**src/rtl/inst_fetch.sv**
```systemverilog
// Instruction fetch front end: owns the fetch PC, drives the code ROM
// address and queues {pc, inst, fault} in a 2-entry FIFO toward decode.
//
// Ports:
//   clk_i, rst_ni            clock, synchronous active-low reset
//   imem_addr_o              ROM address (current fetch PC)
//   imem_data_i              combinational ROM read data
//   imem_illegal_i           ROM fault flag for the current address
//   redirect_valid_i/pc_i    flush and restart fetch at a new PC
//   inst_valid_o/ready_i     handshake toward decode
//   inst_o/inst_pc_o         head instruction and its PC
//   inst_fault_o             head entry is a fetch fault
module inst_fetch #(
    parameter int unsigned             ADDR_WIDTH = 64,
    parameter int unsigned             DATA_WIDTH = 32,
    parameter logic [ADDR_WIDTH-1:0]   RESET_PC   = '0
) (
    input  logic                  clk_i,
    input  logic                  rst_ni,
    output logic [ADDR_WIDTH-1:0] imem_addr_o,
    input  logic [DATA_WIDTH-1:0] imem_data_i,
    input  logic                  imem_illegal_i,
    input  logic                  redirect_valid_i,
    input  logic [ADDR_WIDTH-1:0] redirect_pc_i,
    output logic                  inst_valid_o,
    input  logic                  inst_ready_i,
    output logic [DATA_WIDTH-1:0] inst_o,
    output logic [ADDR_WIDTH-1:0] inst_pc_o,
    output logic                  inst_fault_o
);

    typedef enum logic {RUN = 1'b0, HALT = 1'b1} mode_t;

    mode_t                 r_mode;
    mode_t                 w_mode_nxt;
    logic                  w_run;

    logic [ADDR_WIDTH-1:0] r_pc;
    logic [1:0]            r_cnt;
    logic                  r_head;
    logic                  r_tail;

    logic [ADDR_WIDTH-1:0] r_pc_q   [2];
    logic [DATA_WIDTH-1:0] r_inst_q [2];
    logic                  r_flt_q  [2];

    logic                  w_pop;
    logic                  w_push;

    assign w_pop  = (r_cnt != 2'd0) && inst_ready_i;
    // Pop frees a slot in the same cycle, so a full queue still accepts.
    assign w_push = w_run && !redirect_valid_i
                    && ((r_cnt < 2'd2) || w_pop);

    // Mode FSM: state register
    always_ff @(posedge clk_i) begin
        if (!rst_ni) begin
            r_mode <= RUN;
        end else begin
            r_mode <= w_mode_nxt;
        end
    end

    // Mode FSM: next state
    always_comb begin
        w_mode_nxt = r_mode;
        if (redirect_valid_i) begin
            w_mode_nxt = RUN;
        end else if (w_push && imem_illegal_i) begin
            w_mode_nxt = HALT;
        end
    end

    // Mode FSM: outputs
    always_comb begin
        w_run = (r_mode == RUN);
    end

    // Fetch PC, occupancy and pointers
    always_ff @(posedge clk_i) begin
        if (!rst_ni) begin
            r_pc   <= RESET_PC;
            r_cnt  <= 2'd0;
            r_head <= 1'b0;
            r_tail <= 1'b0;
        end else if (redirect_valid_i) begin
            // A coinciding pop is already complete; the rest is dropped.
            r_pc   <= redirect_pc_i;
            r_cnt  <= 2'd0;
            r_head <= 1'b0;
            r_tail <= 1'b0;
        end else begin
            if (w_push) begin
                r_tail <= ~r_tail;
                if (!imem_illegal_i) begin
                    r_pc <= r_pc + ADDR_WIDTH'(4);
                end
            end
            if (w_pop) begin
                r_head <= ~r_head;
            end
            unique case ({w_push, w_pop})
                2'b10:   r_cnt <= r_cnt + 2'd1;
                2'b01:   r_cnt <= r_cnt - 2'd1;
                default: r_cnt <= r_cnt;
            endcase
        end
    end

    // Queue storage; contents are only meaningful below r_cnt.
    always_ff @(posedge clk_i) begin
        if (w_push) begin
            r_pc_q[r_tail]   <= r_pc;
            r_inst_q[r_tail] <= imem_illegal_i ? '0 : imem_data_i;
            r_flt_q[r_tail]  <= imem_illegal_i;
        end
    end

    assign imem_addr_o  = r_pc;
    assign inst_valid_o = (r_cnt != 2'd0);
    assign inst_o       = inst_valid_o ? r_inst_q[r_head] : '0;
    assign inst_pc_o    = inst_valid_o ? r_pc_q[r_head]   : '0;
    assign inst_fault_o = inst_valid_o ? r_flt_q[r_head]  : 1'b0;

endmodule

```
**config.mk**
```make
export PLATFORM = sky130hd
export DESIGN_NAME = inst_fetch
export DESIGN_NICKNAME = d
export VERILOG_FILES = /design/src/rtl/inst_fetch.sv
export SDC_FILE = /design/constraint.sdc
export NUM_CORES = 1
export LEC_CHECK = 0
export CAP_MARGIN = 20
export CORE_MARGIN = 3
export CORE_UTILIZATION = 50
export CTS_CLUSTER_DIAMETER = 150
export DETAILED_ROUTE_END_ITERATION = 7
export MAX_ROUTING_LAYER = met4
export PLACE_DENSITY = 0.8
export SYNTH_ARGS = -nofsm -noshare
export SYNTH_HDL_FRONTEND = slang
export SYNTH_SLANG_ARGS = --single-unit
```
**constraint.sdc**
```tcl
create_clock -name clk_i -period 8.67 [get_ports clk_i]
set_clock_uncertainty 0.2 [all_clocks]
set_input_delay 0.867 -clock clk_i [delete_from_list [all_inputs] [get_ports clk_i]]
set_output_delay 0.867 -clock clk_i [all_outputs]
set_load 0.05 [all_outputs]
```
==> summary.md <==
| Metric | Value |
|---|---|
| Share of cells above drive strength 1 | 6.49% |
| Final-report setup violation count | 0 |
| Max Slew Vio Count | 0 |
| Leak | 5.04 nW |
| Initial Utilization | 51.6% |
| Peak supply drop | 0.000156 V |
| Die Ht | 160 um |
| Ys flop type | edfxtp_1 |
| Multi-input logic area | 4310 sq um |
| Post-DP Area | 14,700 sq um |
| Wire per inst | 20.7 um |
| RSZ-0062 raised after global routing | no |
| Post-route minimum period | 4.51 ns |
| CTS tree | built |
| Final hold viol count | 0 |
| Via count | 9,372 |
| Critical path type | reg2out |
| Final period utilization | 52.0% |
| First-pass GRT wire length | 50.9 mm |
| Remaining global-route overflow | 0 |
| Initial antenna violation count | 2 |
| Synthesized cell area | 11,900 sq um |
| CTS resizes | 0 |
| Sequential area share after synthesis | 60.9% |
| Max Clk Rate | 0.222 GHz |
| Final ANT Viol Nets | 0 |
| Startpoint types | register |
| Layout Nets | 1,361 |
| Drt drc | 0 |
| Chip width | 160 um |
| Drt pass-1 iters | 6 |
| Setup ws final | 4.16 ns |
| Die area | 25,600 sq um |
| CTS Sinks | 264 |
| Worst min path class | reg2reg |
| Most common cell after layout, fill and taps aside | clkdlybuf4s50_1 |
| Post-Route WL | 32.9 mm |
| Cell taking the most area after synthesis | edfxtp_1 |
| Max Cap Viol | 0 |
| Critical Path Sink Type | primary output |
| Largest net degree at the start of global routing | 99 |
| Library cells used by synthesis | 71 |
| Cells after Synth | 1,015 |
| # rows | 55 |
| GP Congestion | 0.904 |
| CP arrival | 3.44 ns |
| Clock buffer count from CTS | 27 |
| Total Routing Usage GR | 25.5% |
| Hpwl dp | 21.8 mm |
| Commonest non-fill, non-tap cells in the layout | 261 x clkdlybuf4s50_1, 194 x edfxtp_1, 134 x nor2_1 |
| Status | finished clean |
| Register bit total from synthesis | 264 |
| Synth Warn # | 0 |
| Setup TNS | 0 ns |
| Post-synth ARST share | 0% |
| Crit path required time | 7.60 ns |
| Post-synth EDFFs | 194 |
| 1st-iter DRT viols | 948 |
| Mapped Avg Cell Area | 11.7 sq um |
| Clock buffer depth | 3 |
| CTS Hold Buffers Added | 0 |
| Finished Cell Area | 15,700 sq um |
| Vias in the first global route | 8,879 |
| Pre-CTS setup slack | 4.63 ns |
| Post-Route Utilization | 68.2% |
| Post-synth top area share | 49.1% |
| Fill cells | 1,747 |
| Worst-Margin Slew | 1.09 ns |
| Core box area | 23,000 sq um |
| CTS Root Buffer Type | clkbuf_16 |
| Total power | 0.00318 W |
| Area growth syn-to-layout | 32.1% |
| Mapped Nets | 1,118 |
| Crit path max fanout | 50 |
| Clock-pin slew on the worst setup and hold paths | 0.06 ns |
| Register area | 7230 sq um |
| PD cells | 203 nW/um^2 |
| IO buf count | 262 |
| Post-CTS setup buffers | 0 |
| Synth top area cells | edfxtp_1 49%, dfxtp_1 12%, mux2i_1 8.4%, nor2_1 4.3%, nor2b_1 1.9% |
| Vias/cell | 5.88 |
| Num ports | 263 |
| Relative slew slack | 26.7% |
| Worst skew pair latency | 0.53 ns |
| Max H-tree Level | 1 |
==> kinds of logic after synthesis <==
family / Yosys count / share of synthesized area [%]
AO/OA/AOI/OAI: 151 / 8.86
XOR/XNOR: 15 / 1.11
adder cells (fa/ha/maj): 2 / 0.211
buffers and inverters: 80 / 2.95
flip-flops: 264 / 60.9
multiplexers: 101 / 8.53
AND/OR/NAND/NOR: 402 / 17.4
==> where the power goes <==
part	total (W)	internal [W]	switching, W	leakage [nW]
Sequential	0.00150	0.00143	0.0000626	2.46
Clock	0.00122	0.000738	0.000477	0.447
Combinational	0.000467	0.000169	0.000298	2.13
Total	0.00318	0.00234	0.000837	5.04
==> final cells by class <==
class | count | share of cell area [%]
clock buffers | 34 | 4.61
repair buffers | 277 | 17.4
inverters | 17 | 0.407
clock inverters | 16 | 1.35
diodes | 2 | 0.0319
flip-flops and latches | 264 | 46.2
well taps | 313 | 2.50
multi-input cells | 671 | 27.5
==> cell usage after synthesis (all sizes together) (20+ instances only) <==
master  count
o21ai      34
nand2      53
mux2i     100
nand3      31
clkbuf     50
dfxtp      70
nand4      32
nor2b      36
edfxtp    194
nor2      136
nor3       22
nor4       20
a21oi      20
==> critical path: stages (launching register included) <==
cell	delay (ns)
dfxtp_4	0.91
buf_4	0.81
mux2i_1	0.17
nor2_1	0.14
clkdlybuf4s50_1	0.85
==> stage by stage <==
step | cells | hold slack [ns]
2_1_floorplan | 1015 | 0.275
3_5_place_dp | 1542 | 0.295
6_report | 1594 | 0.312
5_1_grt | 1594 | 0.329
4_1_cts | 1592 | 0.319
3_3_place_gp | 1542 | 0.295
==> path summary, 6_finish.rpt <==
path / start / endpoint / slack [ns] / depth (start not counted)
max: register / inst_o[26] / 4.16 / 4
max reg2reg: imem_addr_o[2] / imem_addr_o[54] / 5.48 / 6
min: imem_addr_o[0] / r_pc_q[1][0] / 0.31 / 0
min reg2reg: imem_addr_o[0] / r_pc_q[1][0] / 0.31 / 0
==> state kept, by name, summed over array words and instances (netlist names), named ones only <==
register,count
r_pc_q,128
r_inst_q,64
r_head,1
r_mode,1
r_flt_q,2
imem_addr_o,64
r_tail,1
r_cnt,2
==> layer usage <==
layer,wire (um),track usage [%],vias to the layer above
li1,-,-,4326
met1,13800,34.4,4549
met2,15800,40.4,441
met3,2400,3.92,56
met4,893,7.42,0
met5,0,-,-
Note: power is estimated with default switching activity, not from simulation.
